[src/rtl/mmio_uart_tx_if.sv]
// CPU data-bus view shared by the UART transmitter and the bus master.
// The read return path (rd_data/rd_hit) feeds the CPU read mux beside main memory.
interface mmio_uart_tx_if;
    logic [9:0]  mem_addr;
    logic [15:0] wr_data;
    logic        mem_wr;
    logic [15:0] rd_data;
    logic        rd_hit;

    modport master (
        output mem_addr, wr_data, mem_wr,
        input  rd_data, rd_hit
    );

    modport slave (
        input  mem_addr, wr_data, mem_wr,
        output rd_data, rd_hit
    );
endinterface

[src/rtl/mmio_uart_tx.sv]
// Memory-mapped 8N1 UART transmitter: byte FIFO fed by CPU writes, registered
// status read port with main-memory latency, registered serial output.
module mmio_uart_tx #(
    parameter int unsigned CLK_DIV    = 234,
    parameter int unsigned FIFO_DEPTH = 8,
    parameter logic [9:0]  DATA_ADDR  = 10'h001,
    parameter logic [9:0]  STAT_ADDR  = 10'h002
) (
    input  logic           clk,
    input  logic           rst,
    mmio_uart_tx_if.slave  bus,
    output logic           busy,
    output logic           uart_tx
);
    localparam int unsigned PW = $clog2(FIFO_DEPTH);
    localparam int unsigned CW = $clog2(FIFO_DEPTH) + 1;
    localparam int unsigned BW = (CLK_DIV > 1) ? $clog2(CLK_DIV) : 1;
    localparam logic [BW-1:0] BAUD_RELOAD = BW'(CLK_DIV - 1);
    localparam logic [CW-1:0] DEPTH_C     = CW'(FIFO_DEPTH);

    typedef enum logic [1:0] {
        S_IDLE,
        S_START,
        S_DATA,
        S_STOP
    } state_e;

    state_e        state_q, state_d;
    logic [BW-1:0] baud_q, baud_d;
    logic [2:0]    bit_q, bit_d;
    logic [7:0]    shift_q, shift_d;
    logic          tx_q, tx_d;

    logic [7:0]    fifo_q [FIFO_DEPTH];
    logic [PW-1:0] wptr_q, wptr_d;
    logic [PW-1:0] rptr_q, rptr_d;
    logic [CW-1:0] count_q, count_d;
    logic          ovf_q, ovf_d;

    logic [15:0]   rd_data_q, rd_data_d;
    logic          rd_hit_q, rd_hit_d;

    logic          push_req, push_ok, pop;
    logic          fifo_empty, fifo_full, ovf_clr;
    logic [15:0]   status;
    logic          unused_wr_hi;

    assign fifo_empty = (count_q == '0);
    assign fifo_full  = (count_q == DEPTH_C);
    assign push_req   = bus.mem_wr && (bus.mem_addr == DATA_ADDR);
    assign ovf_clr    = bus.mem_wr && (bus.mem_addr == STAT_ADDR) && bus.wr_data[2];
    // A full FIFO still takes a byte when the transmitter frees a slot on the same edge.
    assign push_ok    = push_req && (!fifo_full || pop);
    assign busy       = !fifo_empty || (state_q != S_IDLE);
    assign status     = {12'h000, fifo_empty, ovf_q, fifo_full, busy};
    assign unused_wr_hi = ^bus.wr_data[15:8];

    assign uart_tx     = tx_q;
    assign bus.rd_data = rd_data_q;
    assign bus.rd_hit  = rd_hit_q;

    always_comb begin
        state_d = state_q;
        baud_d  = baud_q;
        bit_d   = bit_q;
        shift_d = shift_q;
        tx_d    = tx_q;
        pop     = 1'b0;
        unique case (state_q)
            S_IDLE: begin
                tx_d = 1'b1;
                if (!fifo_empty) begin
                    pop     = 1'b1;
                    shift_d = fifo_q[rptr_q];
                    baud_d  = BAUD_RELOAD;
                    tx_d    = 1'b0;
                    state_d = S_START;
                end
            end
            S_START: begin
                if (baud_q == '0) begin
                    baud_d  = BAUD_RELOAD;
                    bit_d   = 3'd0;
                    tx_d    = shift_q[0];
                    state_d = S_DATA;
                end else begin
                    baud_d = baud_q - BW'(1);
                end
            end
            S_DATA: begin
                if (baud_q == '0) begin
                    baud_d = BAUD_RELOAD;
                    if (bit_q == 3'd7) begin
                        tx_d    = 1'b1;
                        state_d = S_STOP;
                    end else begin
                        bit_d   = bit_q + 3'd1;
                        shift_d = {1'b0, shift_q[7:1]};
                        tx_d    = shift_q[1];
                    end
                end else begin
                    baud_d = baud_q - BW'(1);
                end
            end
            S_STOP: begin
                if (baud_q == '0) begin
                    baud_d = BAUD_RELOAD;
                    if (!fifo_empty) begin
                        pop     = 1'b1;
                        shift_d = fifo_q[rptr_q];
                        tx_d    = 1'b0;
                        state_d = S_START;
                    end else begin
                        state_d = S_IDLE;
                    end
                end else begin
                    baud_d = baud_q - BW'(1);
                end
            end
            default: state_d = S_IDLE;
        endcase
    end

    always_comb begin
        wptr_d  = wptr_q;
        rptr_d  = rptr_q;
        count_d = count_q;
        ovf_d   = ovf_q;
        if (push_ok) wptr_d = wptr_q + PW'(1);
        if (pop)     rptr_d = rptr_q + PW'(1);
        unique case ({push_ok, pop})
            2'b10:   count_d = count_q + CW'(1);
            2'b01:   count_d = count_q - CW'(1);
            default: count_d = count_q;
        endcase
        // Set wins over clear so a dropped byte is never hidden.
        if (ovf_clr)              ovf_d = 1'b0;
        if (push_req && !push_ok) ovf_d = 1'b1;
        rd_hit_d  = !bus.mem_wr && (bus.mem_addr == STAT_ADDR);
        rd_data_d = rd_hit_d ? status : '0;
    end

    always_ff @(posedge clk or posedge rst) begin
        if (rst) begin
            state_q   <= S_IDLE;
            baud_q    <= '0;
            bit_q     <= '0;
            shift_q   <= '0;
            tx_q      <= 1'b1;
            wptr_q    <= '0;
            rptr_q    <= '0;
            count_q   <= '0;
            ovf_q     <= 1'b0;
            rd_data_q <= '0;
            rd_hit_q  <= 1'b0;
        end else begin
            state_q   <= state_d;
            baud_q    <= baud_d;
            bit_q     <= bit_d;
            shift_q   <= shift_d;
            tx_q      <= tx_d;
            wptr_q    <= wptr_d;
            rptr_q    <= rptr_d;
            count_q   <= count_d;
            ovf_q     <= ovf_d;
            rd_data_q <= rd_data_d;
            rd_hit_q  <= rd_hit_d;
        end
    end

    always_ff @(posedge clk) begin
        if (push_ok) fifo_q[wptr_q] <= bus.wr_data[7:0];
    end
endmodule

[src/flat_wrapper.sv]
// flat-port wrapper written by rule: the top's interface ports become plain ports
module mmio_uart_tx_flat 
#(
    parameter int unsigned CLK_DIV    = 234,
    parameter int unsigned FIFO_DEPTH = 8,
    parameter logic [9:0]  DATA_ADDR  = 10'h001,
    parameter logic [9:0]  STAT_ADDR  = 10'h002
)
  (clk, rst, busy, uart_tx, bus_mem_addr, bus_wr_data, bus_mem_wr, bus_rd_data, bus_rd_hit);
  mmio_uart_tx_if bus_i ();
  input  logic clk;
  input  logic rst;
  output logic busy;
  output logic uart_tx;
  input wire logic [$bits(bus_i.mem_addr)-1:0] bus_mem_addr;
  input wire logic [$bits(bus_i.wr_data)-1:0] bus_wr_data;
  input wire logic [$bits(bus_i.mem_wr)-1:0] bus_mem_wr;
  output wire logic [$bits(bus_i.rd_data)-1:0] bus_rd_data;
  output wire logic [$bits(bus_i.rd_hit)-1:0] bus_rd_hit;
  assign bus_i.mem_addr = bus_mem_addr;
  assign bus_i.wr_data = bus_wr_data;
  assign bus_i.mem_wr = bus_mem_wr;
  assign bus_rd_data = bus_i.rd_data;
  assign bus_rd_hit = bus_i.rd_hit;
  mmio_uart_tx #(.CLK_DIV(CLK_DIV), .FIFO_DEPTH(FIFO_DEPTH), .DATA_ADDR(DATA_ADDR), .STAT_ADDR(STAT_ADDR)) u_core (.clk(clk), .rst(rst), .bus(bus_i), .busy(busy), .uart_tx(uart_tx));
endmodule
[config.mk]
export PLATFORM = sky130hd
export DESIGN_NAME = mmio_uart_tx_flat
export DESIGN_NICKNAME = d
export VERILOG_FILES = /design/src/rtl/mmio_uart_tx_if.sv /design/src/rtl/mmio_uart_tx.sv /design/src/flat_wrapper.sv
export SDC_FILE = /design/constraint.sdc
export NUM_CORES = 1
export LEC_CHECK = 0
export ABC_AREA = 1
export BUFFER_PORTS_ARGS = -buffer_cell sky130_fd_sc_hd__buf_2
export CAP_MARGIN = 20
export CORE_ASPECT_RATIO = 0.7
export CORE_UTILIZATION = 30
export CTS_BUF_LIST = sky130_fd_sc_hd__clkbuf_4 sky130_fd_sc_hd__clkbuf_8
export DETAILED_ROUTE_END_ITERATION = 12
export PLACE_DENSITY = 0.52
export SYNTH_ARGS = -nofsm -noshare
export SYNTH_HDL_FRONTEND = slang
export SYNTH_SLANG_ARGS = --single-unit
[constraint.sdc]
create_clock -name clk -period 2.85 [get_ports clk]
set_input_delay 0.285 -clock clk [delete_from_list [all_inputs] [get_ports clk]]
set_output_delay 0.285 -clock clk [all_outputs]
set_load 0.05 [all_outputs]
After elaboration in Yosys (flattened, before gate mapping). Memory sizes are Yosys's and may differ from the RTL's. Cells that the tools add are included.

$add $sub $neg: 6. $mul: 0. Div/mod/pow operators: 0. $lt $le $gt $ge: 0. Eq/ne operators: 16. Shifts and indexed selects: 0. Multiplexer cells: 35. Bitwise operators: 0. Reduce and logical (&&, ||, !) cells: 25.

Operators by type and width (count): $mux W8 (6); $pmux W8 S3 (1); $pmux W8 S2 (1); $mux W1 (13); $reduce_and A4 Y1 (3); $eq A10 B1 Y1 const B (1); $eq A10 B2 Y1 const B (1); $mux W2 (5); $add A3 B1 Y3 const B (3); $mux W3 (3); $logic_not A8 Y1 (1); $ne A2 B1 Y1 const B (4); $pmux W2 S4 (1); $pmux W4 S2 (1); $reduce_bool A2 Y1 (4); $sub A8 B1 Y8 const B (1); $eq A2 B2 Y1 const B (3); $logic_and A1 B1 Y1 (6); $ne A2 B2 Y1 const B (3); $pmux W3 S2 (1); $reduce_and A5 Y1 (1); $add A4 B1 Y4 const B (1); $eq A2 B1 Y1 const B (2); $eq A4 B4 Y1 const B (1); other kinds (11) (15).

Bits in registers: 50. Latch bits: 0. Bits in writable memories: 64. Bits in read-only memories: 0. Output and inout bits: 19. Logic and storage cells: 94. Memories: 1.

Memory list: u_core.fifo_q (words 8, width 8, read ports 1, clocked after Yosys merged registers in 0, write ports 1, RTL line mmio_uart_tx.sv:34) `logic [7:0] fifo_q [FIFO_DEPTH];`.

Longest topological paths before layout. Gate-level depths: netlist of the first run.

Depth after elaboration: 9. Mapped depth: 17.

Worst setup path after synthesis of the first run. No wires, ideal clock.

Path type: register to register. Start: reg u_core.baud_q[0]. End: reg u_core.count_q[2]. Library setup time: 128 ps. Arrival time: 2191 ps. Required time: 2722 ps. Setup slack: 531 ps. Cell stages (with the launch flop): 16. Period minus slack after synthesis: 2319 ps. Path through: dfrtp_1 > inv_1 > ha_1 > nand3_4 > nor2_8 > nand2_2 > nand2_2 > nand2_4 > nand2_8 > nand2_2 > ha_1 > xor2_1 > ha_1 > a21oi_1 > xnor2_1 > o21ai_0.

Longest elaborated chain between the ends: 7. Elaborated cells between the ends (all ways): 9. Classes of those cells: eq/ne: 2; mux: 3; reduce/logical: 4.

RTL lines: start, declared (RTL line mmio_uart_tx.sv:29) `logic [BW-1:0] baud_q, baud_d;`; start signal, assigned (RTL line mmio_uart_tx.sv:158) `baud_q <= baud_d;`; $logic_not A8 Y1 (*) (RTL line mmio_uart_tx.sv:106) `if (baud_q == '0) begin`; $mux W1 (*) (RTL line mmio_uart_tx.sv:106); $pmux W1 S2 (*) (RTL line mmio_uart_tx.sv:69) `unique case (state_q)`; $logic_or A1 B1 Y1 (RTL line mmio_uart_tx.sv:53) `assign push_ok = push_req && (!fifo_full || pop);`; $logic_and A1 B1 Y1 (RTL line mmio_uart_tx.sv:53); $eq A2 B1 Y1 or $eq A2 B2 Y1 (tied branches) (RTL line mmio_uart_tx.sv:131) `unique case ({push_ok, pop})`; $pmux W4 S2 or $reduce_bool A2 Y1 (tied branches); end signal, assigned (RTL line mmio_uart_tx.sv:164) `count_q <= count_d;`; end, declared (RTL line mmio_uart_tx.sv:37) `logic [CW-1:0] count_q, count_d;`.

Mark *: on every way between the ends. The rest lies on a longest branch, timed or not. A chain may end at the register's enable or synchronous reset.

Final worst setup path of the first run. Ends and elaborated chain as after synthesis.

==> results of run 1 <==
[final cells by class]
class / count / share of cell area, %
Sequential cell: 102 / 53.6
Multi-Input combinational cell: 320 / 30.8
Tap cell: 200 / 4.67
Timing Repair Buffer: 39 / 4.20
Inverter: 40 / 2.80
Clock buffer: 9 / 2.31
Clock inverter: 7 / 1.54
[through the flow]
| step | power [mW] | instances | cell area [um^2] | hold slack [ns] |
|---|---|---|---|---|
| after CTS | 4.94 | 717 | 5360 | 0.0284 |
| after detailed placement | 4.01 | 701 | 5150 | 0.441 |
| final | 4.89 | 717 | 5360 | 0.0104 |
| after global routing | 5.31 | 717 | 5360 | 0.0533 |
| after global placement | 3.95 | 701 | 5150 | 0.434 |
| after floorplan | 3.53 | 486 | 4830 | 0.363 |
[where the power goes]
part | total, mW | switching (mW) | internal (mW)
clock network | 0.927 | 0.511 | 0.416
registers | 1.90 | 0.135 | 1.76
logic | 2.06 | 1.40 | 0.667
total | 4.89 | 2.04 | 2.84
[Yosys cell counts]
| cell | instances | area share, % |
|---|---|---|
| edfxtp_1 | 64 | 40 |
| nor2_4 | 3 | 0.71 |
| nand2_1 | 128 | 10 |
| a32o_1 | 2 | 0.42 |
| a21oi_1 | 5 | 0.52 |
| o211ai_1 | 1 | 0.16 |
| nand2_4 | 1 | 0.24 |
| o21ai_0 | 12 | 1.3 |
| nand3_1 | 75 | 7.8 |
| nand2_2 | 6 | 0.78 |
| dfrtp_1 | 37 | 19 |
| o22ai_1 | 2 | 0.26 |
| nand3_4 | 3 | 1.1 |
| o31ai_1 | 2 | 0.31 |
| xor2_1 | 2 | 0.37 |
| dfstp_2 | 1 | 0.55 |
| nand4_1 | 2 | 0.26 |
| a21oi_2 | 1 | 0.18 |
| nor2_1 | 29 | 2.3 |
| nor2_8 | 1 | 0.42 |
| buf_4 | 12 | 1.9 |
| xnor2_1 | 4 | 0.73 |
| a32oi_1 | 1 | 0.18 |
| nand2_8 | 1 | 0.42 |
| or2_2 | 7 | 0.92 |
| a31oi_1 | 1 | 0.13 |
| nor3_1 | 1 | 0.10 |
| o22ai_2 | 1 | 0.26 |
| o21ai_1 | 3 | 0.31 |
| inv_1 | 31 | 2.4 |
| nor2_2 | 2 | 0.26 |
| clkinv_1 | 1 | 0.078 |
| ha_1 | 12 | 3.1 |
| conb_1 | 1 | 0.078 |
| clkbuf_1 | 1 | 0.078 |
| buf_2 | 11 | 1.2 |
| inv_2 | 8 | 0.63 |
[cells by family (layout without fill, tap and decap cells)]
group,after synthesis,in the layout
DFF,102,102
AOI/OAI and AO/OA,31,31
buffers and inverters,64,95
other,1,12
and+or+nand+nor,259,259
adders and majority gates,12,12
xor gates and xnor gates,6,6
[path summary, 6_finish.rpt]
check | startpoint | endpoint | slack [ns] | depth (start not counted)
max in group asynchronous | rst | u_core.uart_tx | 2.46 | 3
hold / removal | rst | u_core.count_q[1] | 0.01 | 3
setup reg to reg | u_core.baud_q[0] | u_core.count_q[2] | 0.34 | 15
hold reg to reg | u_core.shift_q[3] | u_core.shift_q[3] | 0.48 | 2
min in group clk | bus_mem_wr | u_core.bus.rd_hit | 0.13 | 2
setup / recovery | u_core.baud_q[0] | u_core.count_q[2] | 0.34 | 15
[state kept, by name, indices dropped and copies added (netlist names)]
register	flops
u_core.shift_q	8
u_core.bus.rd_hit	1
u_core.uart_tx	1
u_core.wptr_q	3
u_core.rptr_q	3
u_core.baud_q	8
u_core.bus.rd_data	4
u_core.ovf_q	1
u_core.count_q	4
u_core.fifo_q	64
u_core.bit_q	3
u_core.state_q	2
[metal layers]
metal  vias up  track usage, %  share of wire [%]
li1       1632               -                  -
met1      1542            17.9                 47
met2        97            20.8                 44
met3        10            3.22                7.3
met4         0            4.62                1.1
met5         -               0                  0
[worst max-delay path, cell delays in order, from the launching register on]
cell and delay [ns]:
dfrtp_1 0.39, inv_1 0.09, ha_1 0.26, nand3_4 0.13, nor2_8 0.17, nand2_2 0.07, nand2_2 0.08, nand2_4 0.08
nand2_8 0.10, nand2_2 0.08, ha_1 0.24, xor2_1 0.17, ha_1 0.19, a21oi_1 0.14, xnor2_1 0.13, o21ai_0 0.08
==> results.md, run 1 <==
* IO Pins at 48
* Most frequent cells in the layout: nand2_1, nand3_1, edfxtp_1
* Register area at 2870 um^2
* Clock transition at path regs at 0.10 ns
* Total clock buffers created by CTS at 9
* Setup repair bufs after CTS at 0
* Final slew viol count at 0
* First drt pass iteration count at 4
* Area of the multi-input gates at 1650 um^2
* Final hold viol count at 0
* Complex-gate fraction of the synthesized area at 4.00%
* Post-Synth XOR/XNOR Area at 1.10%
* Class of the most critical setup path: reg -> reg
* Initial antenna violation count at 0
* Largest net degree at the start of global routing at 39
* Final Skew at 0.00831 ns
* Largest family of logic cells by synthesized area: simple AND/OR/NAND/NOR gates
* DR DRC count at 0
* Share of layout cells above drive strength 1 at between 10% and 20%
* Die Wd at 153 um
* Max IR drop VDD at 286 uV
* Worst hold path type: in -> async
* Final setup viols at 0
* Port Buffers at 27
* CTS tree: built
* Setup WS post-layout at ~0.34 ns
* GRT overflow at 0
* Via-to-Cell Ratio at 4.58
* Post-CTS Resized at 0
* Commonest non-fill, non-tap cell in the layout: nand2_1
* Synth Area in Adders at 3.14%
* Average routed wire per standard cell at 13.8 um
* Core Rows at 38
* Worst slack, placed at 0.322 ns
* Yosys cell types at 37
* Antenna Cells at 0
* Die Y at about 110 um
* Total wire length at 9910 um
* Proportion of synthesized area in mux cells at 0%
* Root Driver: clkbuf_8
* Hpwl dp at about 6600 um
* Clock Latency Late Sink at between 0.3 and 0.4 ns
* CP startpoint kind: register
* Period utilization at 88.1%
* Post-Route Utilization at 34.5%
* Number of global-route vias before repair at 3147
* Sink Count at just over 100
* Starting DRT DRC Count at between 200 and 250
* Core area at about 16000 um^2
* Initial Util at 30.8%
* PD cells at 912 nW/um^2
* RSZ-0062 raised after global routing: false
* Number of fill cells at 1558
* Post-route ant nets at 0
* Slew @ Worst Pin at between 0.6 and 0.7 ns
* F_max at 0.398 GHz
* Number of synthesized register bits at 102
* Post-route minimum period at 2.51 ns
* Setup TNS at 0 ns
* First-pass GRT wire length at about 17000 um
* Syn Inst Count at 475
* Post-cts hold buffer count at 0
* Arrival time worst endpoint at 2.77 ns
* Mapped cell area at 4780 um^2
* Synth warn at 0
* H-tree depth at 3
* Via Count at 3281
* Max-slew headroom at about three fifths
* Mapped Avg Cell Area at between 10 and 15 um^2
* Critical path required time at 3.10 ns
* Fin nets at 553
* CTS Buffer Depth at 2
* Gpl congestion at 0.799
* Status: finished, final reports clean
* Tot GR Track Use at 13.2%
* CP Capture Type: register
* Synth Area in Simple Gates at between 20% and 30%
* Area Overhead vs Synth at 12.0%
* Sequential-to-total area share from yosys stat at 60.1%
* Worst-path fanout max at 7
* Leak at 2.28 nW
* Max Cap Violations at 0
* Die area at 16500 um^2
Power figures use the tool's default switching activity.
==> run 2: changes to the inputs <==
- ABC_AREA: 1 -> unset
- BUFFER_PORTS_ARGS: -buffer_cell sky130_fd_sc_hd__buf_2 -> -buffer_cell sky130_fd_sc_hd__buf_4
- clock period: 2.85 -> 2.38 ns (I/O delays scaled with it)
==> results.md, run 2 <==
* Sequential-to-total area share from yosys stat at 60.4% (+0.32 points)
* Mapped Avg Cell Area at 15.2 um^2 (+50%)
* Critical path's slowest cell: dfrtp_1
* Failing checks: design-rule violations, negative setup slack
* Root Driver: clkbuf_8
* Arrival time worst endpoint at 2.65 ns (-0.12 ns)
* CTS Buffer Depth at 2 (unchanged)
* Largest net degree at the start of global routing at 39 (unchanged)
* Hold slack at 0.0963 ns (+0.0859 ns)
* Share of layout cells above drive strength 1 at 34.6% (+17 points)
* Worst-path fanout max at 5 (-2)
* Die area at 16400 um^2 (-0.51%)
* Critical path required time at 2.64 ns (-0.46 ns)
* Initial Util at 30.7% (-0.067 points)
* Final Skew at 0.0152 ns (+0.00693 ns)
* GRT overflow at 0 (unchanged)
* Period utilization at 100% (+12 points)
* Total wire length at 9160 um (-7.5%)
* Post-route ant nets at 0 (unchanged)
* Post-route minimum period at 2.39 ns (-0.124 ns)
* Yosys top cell by area: edfxtp_1
* Sequence of cells on the critical path: inv_2, ha_4, nor4b_4, nand4_1, a21oi_2, inv_2, ha_4, xor2_1, ha_2, a21oi_2, xor2_1, nor2_1, xor2_1
* Most flop-heavy register: u_core.fifo_q
* Setup WS post-layout at -0.00739 ns (-0.346 ns)
* Final hold viol count at 0 (unchanged)
* Max reg flops at 64 (unchanged)
* Clock Latency Late Sink at 0.37 ns (about the same)
* Mapped cell area at 4760 um^2 (-0.52%)
* Most frequent cells in the layout: edfxtp_1, buf_4, dfrtp_1
* Leak at 2.24 nW (-1.9%)
* First drt pass iteration count at 10 (+6)
* Via-to-Cell Ratio at 4.72 (+3.1%)
* H-tree depth at 3 (unchanged)
* Gpl congestion at 0.759 (-5.0%)
* Fin cells at 584 (-19%)
* Final Instance Area at 5770 um^2 (+7.6%)
* Max incr delay on CP at 0.40 ns (about the same)
* Most common cell in the netlist: edfxtp_1
* DR DRC count at 2 (+2)
* Port Buffers at 27 (unchanged)
* Commonest non-fill, non-tap cell in the layout: edfxtp_1
* Synth area leaders: edfxtp_1, dfrtp_1, mux4_1, mux2_2, ha_1
* Die Wd at 153 um (-0.26%)
* EDFF count, synth at 64 (unchanged)
* Class of the most critical setup path: reg -> reg
* Worst hold path type: in -> reg
* CTS tree: built
* Fin nets at 420 (-24%)
* Reg2Reg Setup Slack at -0.007 ns (-0.35 ns)
* Die Y at 107 um (-0.26%)
* Final setup viols at 1 (+1)
* Status: finished with violations
* Number of global-route vias before repair at 2780 (-12%)
* Top post-synthesis cells by count: edfxtp_1, dfrtp_1, mux2_2
* Core area at 15500 um^2 (-0.31%)
* Max IR drop VDD at 363 uV (+27%)
* Tot GR Track Use at 12.0% (-1.2 points)
* Core Rows at 38 (unchanged)
* First-pass GRT wire length at 14800 um (-10%)
* Most used cell, CP: xor2_1
* Syn Inst Count at 314 (-34%)
* Via Count at 2754 (-16%)
* Biggest regs: u_core.fifo_q (64), u_core.baud_q (8), u_core.shift_q (8)
* Antenna Cells at 0 (unchanged)
* Ys flop type: edfxtp_1
* Max Cap Violations at 0 (unchanged)
* Design Power at 6.02 mW (+23%)
* Post-synth top area share at 40.4% (+0.21 points)
* PD cells at 1040 nW/um^2 (+15%)
* Number of synthesized register bits at 102 (unchanged)
* Clock transition at path regs at 0.10 ns (about the same)
* IO Pins at 48 (unchanged)
* Total clock buffers created by CTS at 9 (unchanged)
* Initial antenna violation count at 0 (unchanged)
* CP Capture Type: register
* Synth warn at 0 (unchanged)
* F_max at 0.419 GHz (+5.2%)
* Yosys cell types at 57 (+54%)
* Total placed cells including tap cells at 564 (-20%)
* Placed Area at 5510 um^2 (+6.9%)
* Final slew viol count at 0 (unchanged)
* CP startpoint kind: register
* Slew @ Worst Pin at 0.530 ns (-0.0961 ns)
* Area Overhead vs Synth at 21.1%
* Number of fill cells at 1472 (-5.5%)
* Average routed wire per standard cell at 15.7 um (+14%)
* Hpwl dp at 6330 um (-4.0%)
* Starting DRT DRC Count at 118 (-50%)
* Max-slew headroom at 64.6% (+6.5 points)
* RSZ-0062 raised after global routing: true
* Sink Count at 102 (unchanged)
* FFs w/ async S/R, synth at 37.3% (unchanged)
[run 2: logic make-up after synthesis]
group           after synthesis  synth area share, %
fa+ha+maj                    12                 3.15
flops                       102                 60.4
mux                          44                 15.4
simple gates                 60                 8.07
buf+inv                      38                 5.05
other cells                   1               0.0788
compound gates               47                 6.07
xor+xnor                     10                 1.84
[run 2: metrics by stage]
step / TNS [ns] / setup WS (ns) / util [%]
5_1_grt: -0.468 / -0.168 / 37.2
2_1_floorplan: -1.42 / -0.135 / -
3_3_place_gp: -0.0599 / -0.0599 / 35.5
3_5_place_dp: -0.130 / -0.0868 / 35.5
6_report: -0.00739 / -0.00739 / 37.2
4_1_cts: -0.00358 / -0.00358 / 37.1
[run 2: timing repair]
action                                 CTS  global route
resized for setup                        3             2
setup endpoints to repair               13            19
pin swaps                                4             0
hold buffers                             1             0
endpoints found under the hold margin   22             0
setup buffers                            3             1
[run 2: per-layer routing]
metal	share of wire [%]	wire length (um)	global-route usage, %
met5	0	0	0
met4	1.3	116	3.46
met3	3.0	272	2.78
met2	44	4000	18.5
met1	52	4770	17.0
[run 2: cell type report]
cell class	instances	area, um^2	area share (%)
clock buffers	9	124	2.15
clock inverters	7	80.1	1.39
inverters	10	37.5	0.651
multi-input cells	185	1760	30.5
flip-flops and latches	102	2870	49.8
well taps	200	250	4.34
repair buffers	71	639	11.1
[run 2: final timing paths]
path                                         from                   to  depth (start not counted)
worst min register to register  u_core.shift_q[3]    u_core.shift_q[3]                          1
min in group asynchronous                     rst     u_core.wptr_q[1]                          4
worst min-delay path               bus_wr_data[4]  u_core.fifo_q[2][4]                          1
worst max register to register   u_core.baud_q[0]    u_core.count_q[2]                         13
worst max-delay path             u_core.baud_q[0]    u_core.count_q[2]                         13
max in group asynchronous                     rst       u_core.uart_tx                          4
[run 2: worst max-delay path, delay by kind of cell (launching register included)]
kind            cells  cell delay (ns)
simple gates        3             0.52
fa+ha+maj           3             0.47
xor+xnor            3             0.42
flops               1             0.40
compound gates      2             0.32
buf+inv             2             0.14
[run 2: power by group]
group	switching, mW	leakage [nW]	internal, mW
Sequential	0.188	1.04	2.12
Clock	0.619	0.102	0.499
Combinational	1.20	1.09	1.40
Total	2.01	2.24	4.02
